<file path="config.mk">
export PLATFORM = sky130hd
export DESIGN_NAME = dcache_bank_arb_flat
export DESIGN_NICKNAME = d
export VERILOG_FILES = /design/src/rtl/dcache_bank_arb_if.sv /design/src/rtl/dcache_bank_arb.sv /design/src/flat_wrapper.sv
export SDC_FILE = /design/constraint.sdc
export NUM_CORES = 1
export LEC_CHECK = 0
export CELL_PAD_IN_SITES_DETAIL_PLACEMENT = 1
export CELL_PAD_IN_SITES_GLOBAL_PLACEMENT = 1
export CORE_AREA = 5 5 289 291
export CTS_CLUSTER_DIAMETER = 60
export DETAILED_ROUTE_END_ITERATION = 8
export DIE_AREA = 0 0 294 296
export PLACE_DENSITY = 0.46
export SLEW_MARGIN = 20
export SYNTH_ARGS = -nofsm -noshare
export SYNTH_HDL_FRONTEND = slang
export SYNTH_SLANG_ARGS = --single-unit
</file>
<file path="constraint.sdc">
create_clock -name clk_i -period 4.2 [get_ports clk_i]
set_clock_uncertainty 0.05 [all_clocks]
set_input_delay 0.63 -clock clk_i [delete_from_list [all_inputs] [get_ports clk_i]]
set_output_delay 0.63 -clock clk_i [all_outputs]
set_load 0.02 [all_outputs]
</file>
<file path="src/rtl/dcache_bank_arb_if.sv">
// Bundles the read ports, the two write ports and the bank-side SRAM controls of the
// data-cache bank arbiter, so they can be passed around as a single port.
interface dcache_bank_arb_if #(
  parameter int NumPorts  = 3,
  parameter int NumBanks  = 2,
  parameter int IdxWidth  = 8,
  parameter int WordWidth = 64
);
  localparam int BW  = $clog2(NumBanks);
  localparam int BeW = WordWidth / 8;

  // Handshake: a requester holds *_req high with stable payload. The matching *_gnt is
  // combinational in that same cycle, and a grant means the request was accepted in that
  // cycle. Read data comes back one cycle later, and it comes with rd_rvalid.
  logic [NumPorts-1:0]                rd_req_i;
  logic [NumPorts-1:0]                rd_prio_i;
  logic [NumPorts-1:0][BW-1:0]        rd_bank_i;
  logic [NumPorts-1:0][IdxWidth-1:0]  rd_idx_i;
  logic [NumPorts-1:0]                rd_gnt_o;
  logic [NumPorts-1:0]                rd_rvalid_o;
  logic [NumPorts-1:0][WordWidth-1:0] rd_rdata_o;

  logic                               cl_wr_req_i;
  logic [IdxWidth-1:0]                cl_wr_idx_i;
  logic [NumBanks-1:0][WordWidth-1:0] cl_wr_data_i;
  logic                               cl_wr_gnt_o;

  logic                               wr_req_i;
  logic [BW-1:0]                      wr_bank_i;
  logic [IdxWidth-1:0]                wr_idx_i;
  logic [WordWidth-1:0]               wr_data_i;
  logic [BeW-1:0]                     wr_be_i;
  logic                               wr_gnt_o;

  logic [NumBanks-1:0]                bank_req_o;
  logic [NumBanks-1:0]                bank_we_o;
  logic [NumBanks-1:0][IdxWidth-1:0]  bank_idx_o;
  logic [NumBanks-1:0][WordWidth-1:0] bank_wdata_o;
  logic [NumBanks-1:0][BeW-1:0]       bank_be_o;
  logic [NumBanks-1:0][WordWidth-1:0] bank_rdata_i;

  modport slave (
    input  rd_req_i, rd_prio_i, rd_bank_i, rd_idx_i,
    output rd_gnt_o, rd_rvalid_o, rd_rdata_o,
    input  cl_wr_req_i, cl_wr_idx_i, cl_wr_data_i,
    output cl_wr_gnt_o,
    input  wr_req_i, wr_bank_i, wr_idx_i, wr_data_i, wr_be_i,
    output wr_gnt_o,
    output bank_req_o, bank_we_o, bank_idx_o, bank_wdata_o, bank_be_o,
    input  bank_rdata_i
  );

  modport master (
    output rd_req_i, rd_prio_i, rd_bank_i, rd_idx_i,
    input  rd_gnt_o, rd_rvalid_o, rd_rdata_o,
    output cl_wr_req_i, cl_wr_idx_i, cl_wr_data_i,
    input  cl_wr_gnt_o,
    output wr_req_i, wr_bank_i, wr_idx_i, wr_data_i, wr_be_i,
    input  wr_gnt_o,
    input  bank_req_o, bank_we_o, bank_idx_o, bank_wdata_o, bank_be_o,
    output bank_rdata_i
  );
endinterface

</file>
<file path="src/rtl/dcache_bank_arb.sv">
// Data-cache bank arbiter. Each bank picks one read winner round-robin, with priority and
// anti-starvation escalation, and same-index readers merge onto that winner.
module dcache_bank_arb #(
  parameter int NumPorts    = 3,
  parameter int NumBanks    = 2,
  parameter int IdxWidth    = 8,
  parameter int WordWidth   = 64,
  parameter int StarveLimit = 8
) (
  input logic               clk_i,
  input logic               rst_i,
  dcache_bank_arb_if.slave  bus
);
  localparam int BW  = $clog2(NumBanks);
  localparam int BeW = WordWidth / 8;
  localparam int PW  = (NumPorts > 1) ? $clog2(NumPorts) : 1;
  localparam int CW  = $clog2(StarveLimit + 1);

  logic [NumBanks-1:0][PW-1:0]        ptr_q;
  logic [NumPorts-1:0][CW-1:0]        cnt_q;
  logic [CW-1:0]                      wr_cnt_q;
  logic [NumPorts-1:0]                rvalid_q;
  logic [NumPorts-1:0][BW-1:0]        rbank_q;

  logic [NumPorts-1:0]                starve, eff;
  logic                               wr_starve;
  logic [NumBanks-1:0][NumPorts-1:0]  req_b, cand;
  logic [NumBanks-1:0][PW-1:0]        win;
  logic [NumBanks-1:0]                bank_rd;
  logic [NumPorts-1:0]                rd_gnt;
  logic                               cl_gnt, wr_gnt;
  logic [NumBanks-1:0]                bank_req, bank_we;
  logic [NumBanks-1:0][IdxWidth-1:0]  bank_idx;
  logic [NumBanks-1:0][WordWidth-1:0] bank_wdata;
  logic [NumBanks-1:0][BeW-1:0]       bank_be;
  logic [NumPorts-1:0][WordWidth-1:0] rdata;

  // First candidate at or above the pointer, else wrap to the lowest candidate.
  function automatic logic [PW-1:0] rr_pick(input logic [NumPorts-1:0] c,
                                            input logic [PW-1:0] ptr);
    logic [PW-1:0] pick;
    logic          found;
    pick  = '0;
    found = 1'b0;
    for (int p = 0; p < NumPorts; p++)
      if (!found && c[p] && PW'(p) >= ptr) begin
        pick  = PW'(p);
        found = 1'b1;
      end
    for (int p = 0; p < NumPorts; p++)
      if (!found && c[p]) begin
        pick  = PW'(p);
        found = 1'b1;
      end
    return pick;
  endfunction

  always_comb begin
    starve    = '0;
    req_b     = '0;
    cand      = '0;
    for (int p = 0; p < NumPorts; p++) starve[p] = (cnt_q[p] == CW'(StarveLimit));
    eff       = bus.rd_prio_i | starve;
    wr_starve = (wr_cnt_q == CW'(StarveLimit));
    for (int b = 0; b < NumBanks; b++) begin
      for (int p = 0; p < NumPorts; p++)
        req_b[b][p] = bus.rd_req_i[p] && (bus.rd_bank_i[p] == BW'(b));
      cand[b] = (|(req_b[b] & eff)) ? (req_b[b] & eff) : req_b[b];
    end
  end

  always_comb begin
    rd_gnt     = '0;
    cl_gnt     = 1'b0;
    wr_gnt     = 1'b0;
    win        = '0;
    bank_rd    = '0;
    bank_req   = '0;
    bank_we    = '0;
    bank_idx   = '0;
    bank_wdata = '0;
    bank_be    = '0;
    if (!rst_i) begin
      if (bus.cl_wr_req_i) begin
        cl_gnt = 1'b1;
        for (int b = 0; b < NumBanks; b++) begin
          bank_req[b]   = 1'b1;
          bank_we[b]    = 1'b1;
          bank_be[b]    = '1;
          bank_idx[b]   = bus.cl_wr_idx_i;
          bank_wdata[b] = bus.cl_wr_data_i[b];
        end
      end else begin
        for (int b = 0; b < NumBanks; b++) begin
          // A starved word write reserves its bank before any read is considered.
          if (|cand[b] && !(bus.wr_req_i && wr_starve && bus.wr_bank_i == BW'(b))) begin
            win[b]      = rr_pick(cand[b], ptr_q[b]);
            bank_rd[b]  = 1'b1;
            bank_req[b] = 1'b1;
            bank_idx[b] = bus.rd_idx_i[win[b]];
            for (int p = 0; p < NumPorts; p++)
              if (req_b[b][p] && bus.rd_idx_i[p] == bus.rd_idx_i[win[b]]) rd_gnt[p] = 1'b1;
          end
        end
        if (bus.wr_req_i && !bank_rd[bus.wr_bank_i]) begin
          wr_gnt                     = 1'b1;
          bank_req[bus.wr_bank_i]   = 1'b1;
          bank_we[bus.wr_bank_i]    = 1'b1;
          bank_be[bus.wr_bank_i]    = bus.wr_be_i;
          bank_idx[bus.wr_bank_i]   = bus.wr_idx_i;
          bank_wdata[bus.wr_bank_i] = bus.wr_data_i;
        end
      end
    end
  end

  always_comb begin
    rdata = '0;
    for (int p = 0; p < NumPorts; p++)
      if (rvalid_q[p]) rdata[p] = bus.bank_rdata_i[rbank_q[p]];
  end

  always_ff @(posedge clk_i or posedge rst_i) begin
    if (rst_i) begin
      ptr_q    <= '0;
      cnt_q    <= '0;
      wr_cnt_q <= '0;
      rvalid_q <= '0;
      rbank_q  <= '0;
    end else begin
      for (int b = 0; b < NumBanks; b++)
        if (bank_rd[b]) ptr_q[b] <= (win[b] == PW'(NumPorts - 1)) ? '0 : win[b] + 1'b1;
      for (int p = 0; p < NumPorts; p++) begin
        if (bus.rd_req_i[p] && !rd_gnt[p]) begin
          if (cnt_q[p] != CW'(StarveLimit)) cnt_q[p] <= cnt_q[p] + 1'b1;
        end else begin
          cnt_q[p] <= '0;
        end
        rvalid_q[p] <= rd_gnt[p];
        if (rd_gnt[p]) rbank_q[p] <= bus.rd_bank_i[p];
      end
      if (bus.wr_req_i && !wr_gnt) begin
        if (!wr_starve) wr_cnt_q <= wr_cnt_q + 1'b1;
      end else begin
        wr_cnt_q <= '0;
      end
    end
  end

  assign bus.rd_gnt_o     = rd_gnt;
  assign bus.rd_rvalid_o  = rvalid_q;
  assign bus.rd_rdata_o   = rdata;
  assign bus.cl_wr_gnt_o  = cl_gnt;
  assign bus.wr_gnt_o     = wr_gnt;
  assign bus.bank_req_o   = bank_req;
  assign bus.bank_we_o    = bank_we;
  assign bus.bank_idx_o   = bank_idx;
  assign bus.bank_wdata_o = bank_wdata;
  assign bus.bank_be_o    = bank_be;
endmodule

</file>
<file path="src/flat_wrapper.sv">
// flat-port wrapper written by rule: the top's interface ports become plain ports
module dcache_bank_arb_flat 
#(
  parameter int NumPorts    = 3,
  parameter int NumBanks    = 2,
  parameter int IdxWidth    = 8,
  parameter int WordWidth   = 64,
  parameter int StarveLimit = 8
)
  (clk_i, rst_i, bus_rd_req_i, bus_rd_prio_i, bus_rd_bank_i, bus_rd_idx_i, bus_rd_gnt_o, bus_rd_rvalid_o, bus_rd_rdata_o, bus_cl_wr_req_i, bus_cl_wr_idx_i, bus_cl_wr_data_i, bus_cl_wr_gnt_o, bus_wr_req_i, bus_wr_bank_i, bus_wr_idx_i, bus_wr_data_i, bus_wr_be_i, bus_wr_gnt_o, bus_bank_req_o, bus_bank_we_o, bus_bank_idx_o, bus_bank_wdata_o, bus_bank_be_o, bus_bank_rdata_i);
  dcache_bank_arb_if #(.NumPorts(NumPorts), .NumBanks(NumBanks), .IdxWidth(IdxWidth), .WordWidth(WordWidth)) bus_i ();
  input logic clk_i;
  input logic rst_i;
  input wire logic [$bits(bus_i.rd_req_i)-1:0] bus_rd_req_i;
  input wire logic [$bits(bus_i.rd_prio_i)-1:0] bus_rd_prio_i;
  input wire logic [$bits(bus_i.rd_bank_i)-1:0] bus_rd_bank_i;
  input wire logic [$bits(bus_i.rd_idx_i)-1:0] bus_rd_idx_i;
  output wire logic [$bits(bus_i.rd_gnt_o)-1:0] bus_rd_gnt_o;
  output wire logic [$bits(bus_i.rd_rvalid_o)-1:0] bus_rd_rvalid_o;
  output wire logic [$bits(bus_i.rd_rdata_o)-1:0] bus_rd_rdata_o;
  input wire logic [$bits(bus_i.cl_wr_req_i)-1:0] bus_cl_wr_req_i;
  input wire logic [$bits(bus_i.cl_wr_idx_i)-1:0] bus_cl_wr_idx_i;
  input wire logic [$bits(bus_i.cl_wr_data_i)-1:0] bus_cl_wr_data_i;
  output wire logic [$bits(bus_i.cl_wr_gnt_o)-1:0] bus_cl_wr_gnt_o;
  input wire logic [$bits(bus_i.wr_req_i)-1:0] bus_wr_req_i;
  input wire logic [$bits(bus_i.wr_bank_i)-1:0] bus_wr_bank_i;
  input wire logic [$bits(bus_i.wr_idx_i)-1:0] bus_wr_idx_i;
  input wire logic [$bits(bus_i.wr_data_i)-1:0] bus_wr_data_i;
  input wire logic [$bits(bus_i.wr_be_i)-1:0] bus_wr_be_i;
  output wire logic [$bits(bus_i.wr_gnt_o)-1:0] bus_wr_gnt_o;
  output wire logic [$bits(bus_i.bank_req_o)-1:0] bus_bank_req_o;
  output wire logic [$bits(bus_i.bank_we_o)-1:0] bus_bank_we_o;
  output wire logic [$bits(bus_i.bank_idx_o)-1:0] bus_bank_idx_o;
  output wire logic [$bits(bus_i.bank_wdata_o)-1:0] bus_bank_wdata_o;
  output wire logic [$bits(bus_i.bank_be_o)-1:0] bus_bank_be_o;
  input wire logic [$bits(bus_i.bank_rdata_i)-1:0] bus_bank_rdata_i;
  assign bus_i.rd_req_i = bus_rd_req_i;
  assign bus_i.rd_prio_i = bus_rd_prio_i;
  assign bus_i.rd_bank_i = bus_rd_bank_i;
  assign bus_i.rd_idx_i = bus_rd_idx_i;
  assign bus_rd_gnt_o = bus_i.rd_gnt_o;
  assign bus_rd_rvalid_o = bus_i.rd_rvalid_o;
  assign bus_rd_rdata_o = bus_i.rd_rdata_o;
  assign bus_i.cl_wr_req_i = bus_cl_wr_req_i;
  assign bus_i.cl_wr_idx_i = bus_cl_wr_idx_i;
  assign bus_i.cl_wr_data_i = bus_cl_wr_data_i;
  assign bus_cl_wr_gnt_o = bus_i.cl_wr_gnt_o;
  assign bus_i.wr_req_i = bus_wr_req_i;
  assign bus_i.wr_bank_i = bus_wr_bank_i;
  assign bus_i.wr_idx_i = bus_wr_idx_i;
  assign bus_i.wr_data_i = bus_wr_data_i;
  assign bus_i.wr_be_i = bus_wr_be_i;
  assign bus_wr_gnt_o = bus_i.wr_gnt_o;
  assign bus_bank_req_o = bus_i.bank_req_o;
  assign bus_bank_we_o = bus_i.bank_we_o;
  assign bus_bank_idx_o = bus_i.bank_idx_o;
  assign bus_bank_wdata_o = bus_i.bank_wdata_o;
  assign bus_bank_be_o = bus_i.bank_be_o;
  assign bus_i.bank_rdata_i = bus_bank_rdata_i;
  dcache_bank_arb #(.NumPorts(NumPorts), .NumBanks(NumBanks), .IdxWidth(IdxWidth), .WordWidth(WordWidth), .StarveLimit(StarveLimit)) u_core (.clk_i(clk_i), .rst_i(rst_i), .bus(bus_i));
endmodule
</file>
Word-level counts from Yosys, hierarchy flattened
Cells that the tools add are included.
{"block": "word_totals", "regBits": 26, "elab_cells": 256, "in_bits": 382, "out_inout_bits": 364}
{"block": "classes", "n_addsub": 6, "eq_ne": 19, "n_mux": 138, "reduce_logical": 60, "bitwise_logic": 10, "order_cmp": 13}
{"op": "64-bit two-way mux", "count": 10}
{"op": "128-bit two-way mux", "count": 3}
{"op": "128-bit bitwise AND", "count": 1}
{"op": "16-bit two-way mux", "count": 6}
{"op": "8-bit two-way mux", "count": 9}
{"op": "64-bit demux with 1-bit select", "count": 1}
{"op": "1-bit two-way mux", "count": 62}
{"op": "2-bit two-way mux", "count": 26}
{"op": "8-bit == test", "count": 6}
{"op": "4-bit two-way mux", "count": 10}
{"op": "1-bit logical AND", "count": 39}
{"op": "8-bit binary-select mux with 2-bit select", "count": 2}
{"op": "3-bit two-way mux", "count": 6}
{"op": "1-bit logical NOT", "count": 17}
{"op": "4-bit by 1-bit adder with 4-bit output (second input constant)", "count": 4}
{"op": "16-bit bitwise AND", "count": 1}
{"op": "16-bit bitwise mux", "count": 1}
{"op": "4-bit == test (second input constant)", "count": 4}
{"op": "4-bit inequality test (second input constant)", "count": 3}
{"op": "3-bit OR reduction", "count": 4}
{"op": "8-bit demux with 1-bit select", "count": 1}
{"op": "1-bit by 2-bit greater-or-equal comparator with 1-bit output (first input constant)", "count": 4}
{"op": "1-bit by 2-bit less-than comparator with 1-bit output (second input constant)", "count": 4}
{"op": "2-bit inequality test (second input constant)", "count": 4}
{"op": "other kinds (10)", "count": 18}

Logic depth before layout (Yosys ltp)
Gate-level depths: netlist of run 1.
{"block": "logic_depth", "word_depth": 55, "ltp_mapped": 14, "depth_no_buf": 11}

Least setup slack after synthesis of run 1
Ideal clock, no wire load.
{"block": "synth_path", "kind": "reg2out", "start": "register u_core.cnt_q[4] in the netlist's numbering", "end": "output port bus_rd_gnt_o[1]", "path_stages_with_launch": 11, "t_arrival_ns": 2.723, "path_buffers": 0, "required_ns": 3.520, "setup_slack_ns": 0.797, "path_cell_list": "dfrtp_1 > inv_1 > ha_1 > and3b_4 > a2111oi_2 > a211oi_2 > nand3_4 > a21boi_0 > or4_4 > a221oi_4 > a21o_1"}
{"block": "synth_between", "elab_chain_cells": 52, "word_cells_on_any_way": 108, "cone_classes": "eq/ne: 3; mux: 68; bitwise: 3; reduce/logical: 34"}
{"element": "start: declaration", "line_no": "dcache_bank_arb.sv:20", "text": "logic [NumPorts-1:0][CW-1:0] cnt_q;"}
{"element": "start signal: assignment", "line_no": "dcache_bank_arb.sv:126", "text": "cnt_q <= '0;"}
{"element": "start signal: indexed assignment", "line_no": "dcache_bank_arb.sv:137", "text": "cnt_q[p] <= '0;"}
{"element": "4-bit == test (*)", "line_no": "dcache_bank_arb.sv:62", "text": "for (int p = 0; p < NumPorts; p++) starve[p] = (cnt_q[p] == CW'(StarveLimit));"}
{"element": "3-bit bitwise OR (*)", "line_no": "dcache_bank_arb.sv:63", "text": "eff = bus.rd_prio_i | starve;"}
{"element": "3-bit bitwise AND", "line_no": "dcache_bank_arb.sv:68", "text": "cand[b] = (|(req_b[b] & eff)) ? (req_b[b] & eff) : req_b[b];"}
{"element": "3-bit OR reduction", "line_no": "dcache_bank_arb.sv:68"}
{"element": "3-bit two-way mux", "line_no": "dcache_bank_arb.sv:68"}
{"element": "1-bit logical AND", "line_no": "dcache_bank_arb.sv:46", "text": "if (!found && c[p] && PW'(p) >= ptr) begin"}
{"element": "1-bit two-way mux", "line_no": "dcache_bank_arb.sv:46"}
{"element": "1-bit two-way mux", "line_no": "dcache_bank_arb.sv:96", "text": "if (|cand[b] && !(bus.wr_req_i && wr_starve && bus.wr_bank_i == BW'(b))) begin"}
{"element": "(+36 left out)"}
{"element": "8-bit == test", "line_no": "dcache_bank_arb.sv:102", "text": "if (req_b[b][p] && bus.rd_idx_i[p] == bus.rd_idx_i[win[b]]) rd_gnt[p] = 1'b1;"}
{"element": "1-bit logical AND", "line_no": "dcache_bank_arb.sv:102"}
{"element": "1-bit two-way mux", "line_no": "dcache_bank_arb.sv:102"}
{"element": "3-bit two-way mux", "line_no": "dcache_bank_arb.sv:96"}
{"element": "1-bit two-way mux", "line_no": "dcache_bank_arb.sv:102"}
{"element": "3-bit two-way mux (*)", "line_no": "dcache_bank_arb.sv:96"}
{"element": "3-bit two-way mux (*)", "line_no": "dcache_bank_arb.sv:84", "text": "if (bus.cl_wr_req_i) begin"}
{"element": "3-bit two-way mux (*)", "line_no": "dcache_bank_arb.sv:83", "text": "if (!rst_i) begin"}
{"element": "end: declaration", "line_no": "flat_wrapper.sv:18", "text": "output wire logic [$bits(bus_i.rd_gnt_o)-1:0] bus_rd_gnt_o;"}
Mark *: on every way between the ends. The rest lies on a longest branch, timed or not. The select of a mux whose other input is x is not followed.

Final worst setup path of run 1
{"block": "layout_path", "start": "input port bus_rd_bank_i[2]", "end": "output port bus_bank_idx_o[7]"}
{"block": "layout_between", "elab_chain_cells": 51, "word_cells_on_any_way": 73, "cone_classes": "mux: 47; bitwise: 3; reduce/logical: 23"}
{"element": "start: declaration", "line_no": "flat_wrapper.sv:16", "text": "input wire logic [$bits(bus_i.rd_bank_i)-1:0] bus_rd_bank_i;"}
{"element": "1-bit NOT", "line_no": "dcache_bank_arb.sv:67", "text": "req_b[b][p] = bus.rd_req_i[p] && (bus.rd_bank_i[p] == BW'(b));"}
{"element": "1-bit logical AND", "line_no": "dcache_bank_arb.sv:67"}
{"element": "3-bit bitwise AND", "line_no": "dcache_bank_arb.sv:68"}
{"element": "3-bit OR reduction", "line_no": "dcache_bank_arb.sv:68"}
{"element": "3-bit two-way mux", "line_no": "dcache_bank_arb.sv:68"}
{"element": "1-bit logical AND", "line_no": "dcache_bank_arb.sv:46"}
{"element": "1-bit two-way mux", "line_no": "dcache_bank_arb.sv:46"}
{"element": "1-bit two-way mux", "line_no": "dcache_bank_arb.sv:96"}
{"element": "(+35 left out)"}
{"element": "8-bit two-way mux (not written as such)", "line_no": "dcache_bank_arb.sv:100", "text": "bank_idx[b] = bus.rd_idx_i[win[b]];"}
{"element": "8-bit two-way mux", "line_no": "dcache_bank_arb.sv:96"}
{"element": "8-bit two-way mux", "line_no": "dcache_bank_arb.sv:84"}
{"element": "8-bit two-way mux", "line_no": "dcache_bank_arb.sv:83"}
{"element": "16-bit bitwise mux", "line_no": "dcache_bank_arb.sv:110", "text": "bank_idx[bus.wr_bank_i] = bus.wr_idx_i;"}
{"element": "16-bit two-way mux (*)", "line_no": "dcache_bank_arb.sv:105", "text": "if (bus.wr_req_i && !bank_rd[bus.wr_bank_i]) begin"}
{"element": "16-bit two-way mux (*)", "line_no": "dcache_bank_arb.sv:84"}
{"element": "16-bit two-way mux (*)", "line_no": "dcache_bank_arb.sv:83"}
{"element": "end: declaration", "line_no": "flat_wrapper.sv:33", "text": "output wire logic [$bits(bus_i.bank_idx_o)-1:0] bus_bank_idx_o;"}
Marked as above.

==> metrics, run 1 <==
global routing usage on met3=4.76%; ports placed on the boundary=746; synthesized area per cell=approximately 7 sq um; worst setup slack for register-to-register paths=870 ps; area of the mapped netlist=9170 sq um; 1st-pass router iterations=5; maximum number of pins on one net before global-route repair=142; clock tree from TritonCTS=built; total of fill cells in the finished design=9571; number of max-slew violations in the final report=0; placer's final routability congestion estimate=0.894; total clock buffers created by CTS=3; worst supply voltage drop on vdd=0.181 mV; Final Cycle Share=99.2%; area of the multi-input gates=8090 sq um; RSZ-0062 raised after global routing=yes; number of synthesized flops with an enable pin=0; syn_nets=1718; clk buf depth=2; gate count after technology mapping=1328; met1 routing resource usage after global routing=a little under a fifth; time the worst path needs with I/O delays and setup=4170 ps; reg-to-reg startpoint=u_core.cnt_q[0]$_DFFE_PP0P_; initial standard-cell utilization of the core=between 10% and 20%; post-layout instance count excluding filler cells=3166; Max Cap Violations=0; WS Path Type=input port to output port; vias in the first global route=14.5k; arrival time reported for the critical path endpoint=about 3500 ps; number of design rule violations left after detail routing=0; die height=296 um; sinks on the clock net=26; GR Util met2=a little under a third; CTS H-Tree Depth=1; total grt overflow=0; worst hold path endpoint=u_core.ptr_q[1]$_DFFE_PP0P_; Post-Route Hold Slack=between 400 and 500 ps; Hold WC Path Type=register to register; number of standard-cell rows in the floorplan=104; Worst Hold Path Cells=2; layout overhead on the synthesized area=108%; clock-pin transition on the worst setup and hold timing paths=70 ps; Max Fanout on Critical Path=5; largest stage delay on the critical path=550 ps; slowest CP cell=clkdlybuf4s50_1; number of antenna violations at the first check in global routing=33; length in cells of the worst reg-to-reg path=13; pin slew with the least headroom to its limit=872 ps; placed wire-length estimate after detailed placement=65.7 mm; number of port buffers=745; horizontal extent of the die=294 um; number of register bits inferred by synthesis=26; total setup violations reported at the end of the flow=0; Post-Place Cells=about 3.1k; status=completed; Distinct cells, synth=84; overall fraction of global-route tracks in use=between 10% and 20%; cell type with the highest occurrence count on the critical path=buf_4; count of vias placed by the detailed router=13.4k; category of the worst setup path launch point=input port; Clock Root Buffer=clkbuf_16; Fin. Hold Viols=0; async set-reset flop share out of synthesis=100%; utilization of the core after routing=23.7%; most frequently used flop master after synthesis=dfrtp_1; Seq. cell area=approximately 670 sq um; share of synthesized area occupied by flip-flops and latches=under 10%; critical path data required time=3520 ps; global route hottest layer=met2; first-pass GRT wire length=107 mm; cell chain of the critical path=clkdlybuf4s50_1 > nand2b_4 > buf_4 > nor3_1 > a211oi_2 > and3_4 > mux2i_4 > buf_4 > a21oi_1 > a211oi_1 > nor2_1 > buf_4 > buf_4; core region area=~80000 sq um; endpoint of the lowest-slack register-to-register path=u_core.cnt_q[8]$_DFFE_PP0P_; wire length reported by the detailed router=78.0 mm; Worst setup EP type=output port; areal power density over the cells=149 nW/um^2; static leakage=7.69 nW; source-to-sink clock delay at the later pin of the worst-skew pair=270 ps; Max-Slew Margin vs Limit=between 40% and 50%; Die Footprint=87000 sq um; Max Clock Freq=roughly 240 MHz; via count normalized by instance count=approximately 4.2; worst hold path startpoint=u_core.ptr_q[1]$_DFFE_PP0P_; Total Nets Final=2483; detailed router's first-iteration violation count=612; count of warnings emitted by yosys=0; fraction of final layout cells with drive strength greater than 1=12.2%; wire length per cell after detailed routing=between 20 and 25 um; number of routed nets with antenna violations=0
[layer usage]
layer	up-vias	share of wire (%)
met1	6493	38
met4	8	2.6
met3	89	8.1
met5	-	0.063
met2	580	51
li1	6241	-
[what timing repair did]
item | CTS | global route
hold buffers | 0 | 0
gates resized for setup | 22 | 38
endpoints found under the setup margin | 11 | 36
pin swaps | 4 | 9
buffers inserted | 1 | 5
endpoints found under the hold margin | 0 | 0
[placed cells by master (no fill, tap or decap), types with 5 or more instances in the layout]
cell,count
clkdlybuf4s50_1,699
nor2b_1,275
mux2i_1,200
nor2_1,183
buf_4,152
a22oi_1,132
nand2_1,44
a21oi_1,36
inv_1,30
buf_12,20
dfrtp_1,19
nor3_1,18
o21ai_0,18
nand3_1,17
xnor2_1,15
diode_2,14
a211oi_1,12
o21a_1,11
dlygate4sd2_1,11
xor2_1,10
a221oi_1,9
nand2b_1,8
o211ai_1,7
o21ai_1,6
ha_1,6
and2_1,5
a31oi_1,5
[registers in the layout (all words and copies together), names as in the netlist]
name	count
u_core.cnt_q	12
u_core.ptr_q	4
u_core.wr_cnt_q	4
u_core.bus.rd_rvalid_o	3
u_core.rbank_q	3
[cell families (layout without fill, tap and decap cells)]
logic type | Yosys count | count (layout) | synth area share (%)
mux | 205 | 205 | 22.4
compound gates | 302 | 302 | 24.7
xor+xnor | 25 | 25 | 2.39
flops | 26 | 26 | 7.10
simple gates | 599 | 599 | 35.2
other cells | 0 | 14 | 0
buf+inv | 161 | 925 | 6.93
fa+ha+maj | 10 | 10 | 1.32
[where the power goes]
part | internal, W | switching [W] | total [W]
registers | 0.000278 | 0.000158 | 0.000436
logic | 0.00110 | 0.00102 | 0.00212
clock network | 0.000190 | 0.0000967 | 0.000287
[how the worst max path moves through the flow]
stage	start	endpoint	slack, ps
after floorplan	u_core.cnt_q[4]$_DFFE_PP0P_	bus_rd_gnt_o[1]	800
after global placement	bus_rd_req_i[0]	bus_bank_idx_o[11]	-210
after detailed placement	bus_rd_bank_i[2]	bus_rd_gnt_o[2]	-160
after CTS	bus_rd_bank_i[2]	bus_bank_idx_o[7]	4
after global routing	bus_rd_bank_i[2]	bus_bank_idx_o[7]	-60
final	bus_rd_bank_i[2]	bus_bank_idx_o[7]	30
[metrics by stage]
step	cell area, sq um	setup slack (ps)	setup TNS, ps	total power, W
3_3_place_gp	18700	-206	-634	0.00254
4_1_cts	18800	4.12	0	0.00286
2_1_floorplan	9170	797	0	0.00142
6_report	19100	34.5	0	0.00285
5_1_grt	19000	-64.9	-156	0.00303
3_5_place_dp	18700	-163	-592	0.00255
[Yosys cell counts (7+ instances only)]
master | count | area, sq um
a211oi_1 | 14 | 105
a21oi_1 | 39 | 195
a221oi_1 | 11 | 96.3
a22oi_1 | 132 | 991
buf_1 | 21 | 78.8
clkbuf_1 | 100 | 375
dfrtp_1 | 26 | 651
ha_1 | 8 | 100
inv_1 | 31 | 116
mux2i_1 | 202 | 2020
nand2_1 | 46 | 173
nand2b_1 | 11 | 68.8
nand3_1 | 17 | 85.1
nor2_1 | 184 | 691
nor2b_1 | 276 | 1730
nor3_1 | 18 | 90.1
o211ai_1 | 7 | 52.6
o21a_1 | 11 | 82.6
o21ai_0 | 20 | 100
xnor2_1 | 15 | 131
xor2_1 | 10 | 87.6
[area by class of cell]
cell class | instances | area share, %
multi-input cells | 1141 | 42.4
inverters | 33 | 0.650
clock inverters | 1 | 0.158
diodes | 14 | 0.184
well taps | 1060 | 6.96
flip-flops and latches | 26 | 3.50
repair buffers | 888 | 45.7
clock buffers | 3 | 0.394
[critical path: cells and delay by family]
kind / cells / cell delay, ps
buf+inv: 5 / 1130
compound gates: 3 / 760
simple gates: 4 / 680
mux: 1 / 280
Note: power is estimated with default switching activity, not from simulation.
==> inputs of run 2 (changes only) <==
REMOVE_ABC_BUFFERS = 1   (was default)
==> run 2 against run 1 <==
Against the previous run:
- core utilization rose by 0.26 points
- flip-flop and latch count did not move
- total power rose by 0.53%
- fmax rose by 0.80%
- critical path depth rose by 1
- cell area rose by 1.1%
- global-route usage rose by 0.10 points
- worst setup slack improved by 33 ps
- critical endpoint is now bus_rd_gnt_o[0]
- largest cell class unchanged
- largest power group unchanged
- highest routed layer unchanged
==> metrics, run 2 (synthesis gave the netlist of run 1 again) <==
leading cell type in the layout, fill and taps excluded=clkdlybuf4s50_1; length in cells of the worst reg-to-reg path=15 (+2); WS Path Type=input port to output port; number of max-slew violations in the final report=0 (unchanged); pin slew with the least headroom to its limit=892 ps (+19.6 ps); source-to-sink clock delay at the later pin of the worst-skew pair=270 ps (about the same); initial standard-cell utilization of the core=11.4% (unchanged); reg-to-reg startpoint=u_core.cnt_q[0]$_DFFE_PP0P_; horizontal extent of the die=294 um (unchanged); areal power density over the cells=149 nW/um^2 (-0.54%); ports placed on the boundary=746 (unchanged); Largest Register=u_core.cnt_q; number of routed nets with antenna violations=0 (unchanged); Post-Route Hold Slack=464 ps (+8.25 ps); total grt overflow=0 (unchanged); Die Footprint=87000 sq um (unchanged); number of standard-cell rows in the floorplan=104 (unchanged); clock-pin transition on the worst setup and hold timing paths=70 ps (about the same); worst supply voltage drop on vdd=0.118 mV (-35%); clock tree from TritonCTS=built; Worst setup EP type=output port; cell type with the highest occurrence count on the critical path=buf_4; final-layout setup total negative slack=0 ps (unchanged); category of the worst setup path launch point=input port; placer's final routability congestion estimate=0.902 (+0.93%); arrival time reported for the critical path endpoint=3450 ps (-40 ps); sinks on the clock net=26 (unchanged); number of port buffers=745 (unchanged); commonest cells after routing, fill and taps aside=668 x clkdlybuf4s50_1, 274 x nor2b_1, 202 x mux2i_1; Fin. Hold Viols=0 (unchanged); biggest registers after layout=u_core.cnt_q x12, u_core.ptr_q x4, u_core.wr_cnt_q x4; static leakage=8.15 nW (+6.0%); Max Cap Violations=0 (unchanged); Clock Root Buffer=clkbuf_16; Total Nets Final=2499 (+0.64%); maximum number of pins on one net before global-route repair=132 (-7.0%); overall fraction of global-route tracks in use=16.5% (+0.10 points); worst hold path endpoint=u_core.ptr_q[1]$_DFFE_PP0P_; worst hold path startpoint=u_core.ptr_q[1]$_DFFE_PP0P_; status=completed; first-pass GRT wire length=107 mm (about the same); wire length per cell after detailed routing=24.7 um (+0.29%); critical path data required time=3520 ps (about the same); count of vias placed by the detailed router=13.3k (-0.57%); Final Cycle Share=98.4% (-0.79 points); total of fill cells in the finished design=9548 (-0.24%); cell chain of the critical path=clkdlybuf4s50_1 > inv_1 > buf_4 > nand2_1 > a211oi_2 > buf_4 > nand3_4 > buf_12 > buf_4 > a32o_1 > o211ai_2 > nor2_1 > o21a_1 > buf_12; time the worst path needs with I/O delays and setup=4130 ps (-33.1 ps); detailed router's first-iteration violation count=544 (-11%); endpoint of the lowest-slack register-to-register path=u_core.cnt_q[3]$_DFFE_PP0P_; Hold WC Path Type=register to register; number of design rule violations left after detail routing=0 (unchanged); layout overhead on the synthesized area=110%; total setup violations reported at the end of the flow=0 (unchanged); core region area=80300 sq um (unchanged); Max Clock Freq=242 MHz (+0.80%); Max-Slew Margin vs Limit=40.5% (-1.3 points); slowest CP cell=clkdlybuf4s50_1; total clock buffers created by CTS=3 (unchanged); vias in the first global route=14.5k (-0.23%); wire length reported by the detailed router=78.5 mm (+0.60%); fraction of final layout cells with drive strength greater than 1=13.0% (+0.81 points); number of antenna violations at the first check in global routing=15 (-55%); CTS H-Tree Depth=1 (unchanged); via count normalized by instance count=4.20 (-0.89%); clk buf depth=2 (unchanged); Max Fanout on Critical Path=9 (+4); die height=296 um (unchanged); placed wire-length estimate after detailed placement=66.5 mm (+1.3%); Worst Hold Path Cells=2 (unchanged); worst setup slack for register-to-register paths=750 ps (-120 ps); largest stage delay on the critical path=430 ps (-120 ps); flip-flop count of the largest register after layout=12 (unchanged); 1st-pass router iterations=5 (unchanged)
==> run 2: cell types whose count changed in the layout (fill, tap and decap cells not counted), moves of 3 or more <==
cell             previous run  this run
dlymetal6s2s_1              4        30
diode_2                    14         8
nor3_2                      1         4
buf_12                     20        25
clkdlybuf4s50_1           699       668
nor3_1                     18        14
buf_4                     152       167
==> run 2: layout make-up <==
class                           count  area (sq um)  share of cell area (%)
Tap cell                         1060          1330                    6.89
Clock inverter                      1          30.0                   0.156
Timing Repair Buffer              904          8940                    46.4
Inverter                           33           124                   0.643
Antenna cell                        8          20.0                   0.104
Sequential cell                    26           666                    3.46
Clock buffer                        3          75.1                   0.390
Multi-Input combinational cell   1141          8070                    41.9
==> run 2: metrics by stage <==
step	util, %	setup slack (ps)	area [sq um]	std cells	power [W]
global placement	23.3	-180	18700	3145	0.00255
finish	24.0	67.6	19300	3176	0.00286
global route	24.0	-7.65	19200	3171	0.00303
detailed placement	23.3	-238	18700	3145	0.00256
CTS	23.6	-4.11	18900	3156	0.00288
floorplan	-	-3170	8660	1200	0.00139
==> run 2: how the worst max path moves through the flow <==
| stage | end | startpoint | slack, ps | cells past startpoint |
|---|---|---|---|---|
| 3_3_place_gp | bus_bank_idx_o[7] | bus_rd_bank_i[2] | -180 | 11 |
| 4_1_cts | bus_rd_gnt_o[1] | bus_rd_req_i[0] | -4 | 12 |
| 5_1_grt | bus_rd_gnt_o[0] | u_core.cnt_q[0]$_DFFE_PP0P_ | -8 | 15 |
| 3_5_place_dp | bus_rd_gnt_o[2] | bus_rd_bank_i[2] | -240 | 12 |
| 6_report | bus_rd_gnt_o[0] | bus_rd_prio_i[2] | 70 | 14 |
| 2_1_floorplan | bus_bank_req_o[0] | u_core.wr_cnt_q[0]$_DFFE_PP0P_ | -3170 | 9 |
==> run 2: repair_timing <==
item	in CTS	in global routing
pin swaps	3	13
hold buffers	0	0
resized for setup	26	56
setup endpoints to repair	21	36
setup buffers	7	12
==> run 2: per-layer routing <==
metal	vias to the layer above	global-route usage [%]	part of all wire [%]
met5	-	0	0.078
li1	6272	-	-
met2	549	30.7	51
met3	71	4.24	7.3
met1	6434	18.7	39
met4	8	4.14	2.6
==> run 2: power breakdown <==
| group | total (W) | internal (W) | leakage, nW | switching (W) |
|---|---|---|---|---|
| Sequential | 0.000397 | 0.000279 | 0.330 | 0.000118 |
| Combinational | 0.00217 | 0.00110 | 7.77 | 0.00108 |
| Clock | 0.000293 | 0.000190 | 0.0512 | 0.000102 |
| Total | 0.00286 | 0.00157 | 8.15 | 0.00130 |
==> run 2: worst max-delay path: cells and delay by family <==
kind / cells / cell delay, ps
simple gates: 3 / 300
compound gates: 4 / 1140
buf+inv: 7 / 1370
